File: src/rtl/ro_puf_engine.sv
// Ring-oscillator PUF engine: races oscillator pairs over a clk window
// and turns each pair's edge-count comparison into one response bit.
module ro_puf_engine #(
  parameter int NUM_RO    = 16,
  parameter int CNT_W     = 16,
  parameter int WIN_W     = 16,
  parameter int RESP_BITS = 8,
  localparam int SEL_W    = $clog2(NUM_RO)
) (
  input  logic                 clk,
  input  logic                 rst_n,
  input  logic                 start,
  input  logic [SEL_W-1:0]     seed,
  input  logic [WIN_W-1:0]     win_len,
  input  logic [NUM_RO-1:0]    ro_in,
  output logic                 ro_en,
  output logic                 busy,
  output logic                 done,
  output logic [RESP_BITS-1:0] response,
  output logic                 tie
);

  typedef enum logic [2:0] {
    S_IDLE, S_SETTLE, S_COUNT, S_CMP, S_DONE
  } state_t;

  localparam logic [CNT_W-1:0] CMAX = {CNT_W{1'b1}};
  localparam logic [SEL_W-1:0] KLAST = SEL_W'(RESP_BITS - 1);
  localparam logic [WIN_W-1:0] SETTLE_N = WIN_W'(2);

  state_t           state;
  logic [SEL_W-1:0] seed_q;
  logic [WIN_W-1:0] win_q;
  logic [WIN_W-1:0] tmr;
  logic [SEL_W-1:0] k;
  logic [SEL_W-1:0] k2;
  logic [SEL_W-1:0] sel_a;
  logic [SEL_W-1:0] sel_b;
  logic [1:0]       s1;
  logic [1:0]       s2;
  logic [1:0]       pv;
  logic [1:0]       edg;
  logic [CNT_W-1:0] cnt_a;
  logic [CNT_W-1:0] cnt_b;

  // Pair k uses oscillators seed+2k and seed+2k+1, wrapping mod NUM_RO
  assign k2    = k << 1;
  assign sel_a = seed_q + k2;
  assign sel_b = sel_a + SEL_W'(1);
  assign edg   = s2 & ~pv;

  always_ff @(posedge clk or negedge rst_n) begin
    if (!rst_n) begin
      state    <= S_IDLE;
      seed_q   <= '0;
      win_q    <= '0;
      tmr      <= '0;
      k        <= '0;
      ro_en    <= 1'b0;
      busy     <= 1'b0;
      done     <= 1'b0;
      response <= '0;
      tie      <= 1'b0;
    end else begin
      done <= 1'b0;
      unique case (state)
        S_IDLE: begin
          if (start) begin
            state    <= S_SETTLE;
            seed_q   <= seed;
            win_q    <= win_len;
            response <= '0;
            tie      <= 1'b0;
            k        <= '0;
            tmr      <= SETTLE_N;
            busy     <= 1'b1;
            ro_en    <= 1'b1;
          end
        end
        S_SETTLE: begin
          if (tmr == '0) begin
            state <= S_COUNT;
            tmr   <= (win_q == '0) ? '0 : win_q - WIN_W'(1);
          end else begin
            tmr <= tmr - WIN_W'(1);
          end
        end
        S_COUNT: begin
          if (tmr == '0) begin
            state <= S_CMP;
            ro_en <= 1'b0;
          end else begin
            tmr <= tmr - WIN_W'(1);
          end
        end
        S_CMP: begin
          if (cnt_a > cnt_b)
            response <= response | (RESP_BITS'(1) << k);
          if (cnt_a == cnt_b)
            tie <= 1'b1;
          if (k == KLAST) begin
            state <= S_DONE;
            busy  <= 1'b0;
            done  <= 1'b1;
          end else begin
            k     <= k + SEL_W'(1);
            state <= S_SETTLE;
            tmr   <= SETTLE_N;
            ro_en <= 1'b1;
          end
        end
        S_DONE: state <= S_IDLE;
        default: state <= S_IDLE;
      endcase
    end
  end

  // Counters read zero outside COUNT so each pair starts from a clean slate
  always_ff @(posedge clk or negedge rst_n) begin
    if (!rst_n) begin
      s1    <= '0;
      s2    <= '0;
      pv    <= '0;
      cnt_a <= '0;
      cnt_b <= '0;
    end else begin
      s1 <= {ro_in[sel_b], ro_in[sel_a]};
      s2 <= s1;
      pv <= s2;
      if (state == S_COUNT) begin
        if (edg[0] && cnt_a != CMAX)
          cnt_a <= cnt_a + CNT_W'(1);
        if (edg[1] && cnt_b != CMAX)
          cnt_b <= cnt_b + CNT_W'(1);
      end else begin
        cnt_a <= '0;
        cnt_b <= '0;
      end
    end
  end

endmodule
File: config.mk
export PLATFORM = sky130hd
export DESIGN_NAME = ro_puf_engine
export DESIGN_NICKNAME = d
export VERILOG_FILES = /design/src/rtl/ro_puf_engine.sv
export SDC_FILE = /design/constraint.sdc
export NUM_CORES = 1
export LEC_CHECK = 0
export BUFFER_PORTS_ARGS = -buffer_cell sky130_fd_sc_hd__clkbuf_2
export CORE_MARGIN = 4
export CORE_UTILIZATION = 62
export CTS_CLUSTER_DIAMETER = 200
export DETAILED_ROUTE_END_ITERATION = 7
export PLACE_DENSITY_LB_ADDON = 0.2
export SLEW_MARGIN = 0
export SYNTH_ARGS = -nofsm -noshare
export SYNTH_HDL_FRONTEND = slang
export SYNTH_SLANG_ARGS = --single-unit
File: constraint.sdc
create_clock -name clk -period 4.9 [get_ports clk]
set_clock_uncertainty 0.05 [all_clocks]
set_input_delay 0.245 -clock clk [delete_from_list [all_inputs] [get_ports clk]]
set_output_delay 0.245 -clock clk [all_outputs]
set_load 0.01 [all_outputs]
==> summary.md <==
| Metric | Value |
|---|---|
| Htree depth | `3` |
| Final Hold Fails | `0` |
| Largest net degree at the start of global routing | `71` |
| Slew Viols, Final | `0` |
| CP endpoint kind | `flip-flop` |
| Die area | `0.0104 mm^2` |
| Area leader, netlist | `dfrtp_1` |
| Total CTS buffers | `9` |
| Layout Utilization | `70.2%` |
| Routed vias/inst | `5.93` |
| FF+latch count, synth | `93` |
| Die Ht | `102 um` |
| Fmax | `326 MHz` |
| Latest clock arrival within the worst-skew pair | `370 ps` |
| RSZ-0062 raised after global routing | `false` |
| YS warnings | `0` |
| Synth async-reset ratio | `100%` |
| Detail Placement HPWL | `8.62 mm` |
| WP data required | `5100 ps` |
| Reg clk slew, reported paths | `90 ps` |
| Hold WS | `11.0 ps` |
| EDFF count, synth | `0` |
| Slew headroom | `40.0%` |
| Total negative slack | `0 ps` |
| Layout cells sized above 1 | `13.6%` |
| Sink Count | `93` |
| Design area | `0.00610 mm^2` |
| Mapped cell area | `0.00550 mm^2` |
| Worst min path class | `in -> reg` |
| Post-synth top cells | `dfrtp_1, nand2_1, nor2_1, ha_1, o21ai_0` |
| Seq/Total Area, Yosys | `42.3%` |
| FP Rows | `34` |
| Status | `completed` |
| Die X | `102 um` |
| Clk root buf | `clkbuf_8` |
| Routed vias | `4478` |
| Core area | `0.00868 mm^2` |
| Setup Viol. Count Final | `0` |
| Synth top area cells | `dfrtp_1, ha_1, nand2_1` |
| First-pass GRT wire length | `20.0 mm` |
| Placed Instances | `738` |
| Most used flip-flop cell after synthesis | `dfrtp_1` |
| First drt pass iteration count | `5` |
| Area growth syn-to-layout | `10.9%` |
| Worst Path Arrival | `3280 ps` |
| Crit path cell chain | `or3b_2 > or4_1 > o21ai_1 > o21ai_0 > o311ai_0` |
| Total setup buffers inserted after CTS | `0` |
| Starting Density | `63.4%` |
| PwrDens | `477 mW/mm^2` |
| Worst path top cell family by delay | `simple AND/OR/NAND/NOR gates` |
| Leak | `2.78 nW` |
| CTS tree | `done` |
| Worst-margin pin slew | `898 ps` |
| Post-Syn Nets | `668` |
| Placed inst area | `0.00582 mm^2` |
| Critical path launch point type | `flip-flop` |
| Total global routing overflow | `0` |
| Antenna violations before repair | `0` |
| Routed Antenna Nets | `0` |
| DRC errors left | `0` |
| Most frequent cell after synthesis | `dfrtp_1` |
| Crit Path Class | `reg -> reg` |
| CP Max Fanout | `35` |
| Synth top area share | `42.3%` |
| Max_cap viols | `0` |
| Nets | `713` |
| WL final | `11.6 mm` |
| PortBufs | `50` |
| IO Count | `51` |
| All-Layer GR Usage | `23.9%` |
| CTS Buffer Depth | `2` |
| Worst path slowest cell | `or3b_2` |
| Maximum VDD drop | `0.395 mV` |
| DR WL/cell | `15.4 um` |
| Crit-path max cell delay | `820 ps` |
| Number of diodes | `0` |
| Layout Cells excl Fill | `755` |
| Fin crit period | `3070 ps` |
| Post-synthesis cell count | `598` |
| Post-synthesis average cell area | `9.20 um^2` |
| Final period utilization | `62.7%` |
| Vias in the first global route | `4370` |
| Final Wtd Congestion | `0.861` |
| Cell variety after synth | `57` |
| Number of buffer and inverter stages on the critical path | `0` |
| Iter 0 DRT Violations | `285` |
## routing by layer
layer | part of all wire (%) | global-route usage, %
met1 | 46 | 33.8
met2 | 47 | 37.8
met5 | 0 | 0
met4 | 1.3 | 7.06
met3 | 5.2 | 4.30
## worst reg2reg max path: stages, from the launching register on
cell,delay (ps)
dfrtp_1,490
or3b_2,820
or4_1,610
o21ai_1,660
o21ai_0,200
o311ai_0,140
## power by group
| group | switching, mW | leakage (nW) | total [mW] | internal [mW] |
|---|---|---|---|---|
| combinational | 0.552 | 1.44 | 1.06 | 0.511 |
| sequential | 0.218 | 1.22 | 1.19 | 0.970 |
| clock | 0.268 | 0.130 | 0.657 | 0.389 |
## registers in the layout, indices dropped and copies added, names as in the netlist, 2 cells and up
signal    flops
cnt_a        16
cnt_b        16
k             4
pv            2
response      8
s1            2
s2            2
seed_q        4
state         3
tmr          16
win_q        16
## final cells by class
| type | count | area [um^2] |
|---|---|---|
| inverters | 28 | 105 |
| well taps | 108 | 135 |
| flip-flops and latches | 93 | 2330 |
| multi-input cells | 458 | 2990 |
| clock buffers | 9 | 124 |
| clock inverters | 6 | 134 |
| repair buffers | 53 | 280 |
| fillers | 702 | 2580 |
## final timing paths
kind	startpoint	end	slack (ps)	depth (start not counted)
max	state[2]$_DFFE_PN0P_	tmr[10]$_DFFE_PN0P_	1830	5
min	win_len[2]	win_q[2]$_DFFE_PN0P_	10	3
max reg2reg	state[2]$_DFFE_PN0P_	tmr[10]$_DFFE_PN0P_	1830	5
min reg2reg	s1[0]$_DFF_PN0_	s2[0]$_DFF_PN0_	310	0
max in group asynchronous	rst_n	cnt_b[4]$_DFFE_PN0P_	3370	3
min in group asynchronous	rst_n	cnt_a[13]$_DFFE_PN0P_	250	2
## through the flow
stage / worst slack, ps / power, mW
final: 1830 / 2.91
after global routing: 1590 / 3.11
after CTS: 1840 / 2.92
after detailed placement: 1840 / 2.25
after global placement: 1930 / 2.21
after floorplan: 2460 / 1.97
## logic make-up (layout without fill, tap and decap cells)
| logic type | count (synthesis) | after routing | share of synthesized area [%] |
|---|---|---|---|
| and+or+nand+nor | 273 | 273 | 24.2 |
| muxes | 14 | 14 | 4.64 |
| DFF | 93 | 93 | 42.3 |
| xor gates and xnor gates | 41 | 41 | 6.53 |
| buffers and inverters | 47 | 96 | 3.30 |
| adders and majority gates | 31 | 31 | 7.19 |
| AOI/OAI and AO/OA | 99 | 99 | 11.8 |
## cells in the final DEF (no fill, tap or decap), types with 4 or more instances in the layout
cell type,n
xnor2_1,23
nand2_1,89
xor2_1,18
inv_1,28
a21o_1,5
ha_1,30
dfrtp_1,93
nor4_1,4
or4_1,6
and3_1,10
o21ai_0,30
nor2_1,63
clkbuf_2,49
clkbuf_8,9
nand4_1,8
nor2b_1,5
nand2b_1,6
and4_1,6
nor3_1,26
a32o_1,7
a211oi_1,5
bufinv_16,4
or3_1,11
a21oi_1,20
nand3_1,20
a31oi_1,6
mux4_2,9
## what timing repair did
action                                  in CTS  in global routing
gates resized for setup                      0                  0
endpoints found under the setup margin       0                  0
hold buffers                                 2                  0
hold endpoints to repair                    24                  0
(Power assumes the default switching activity.)
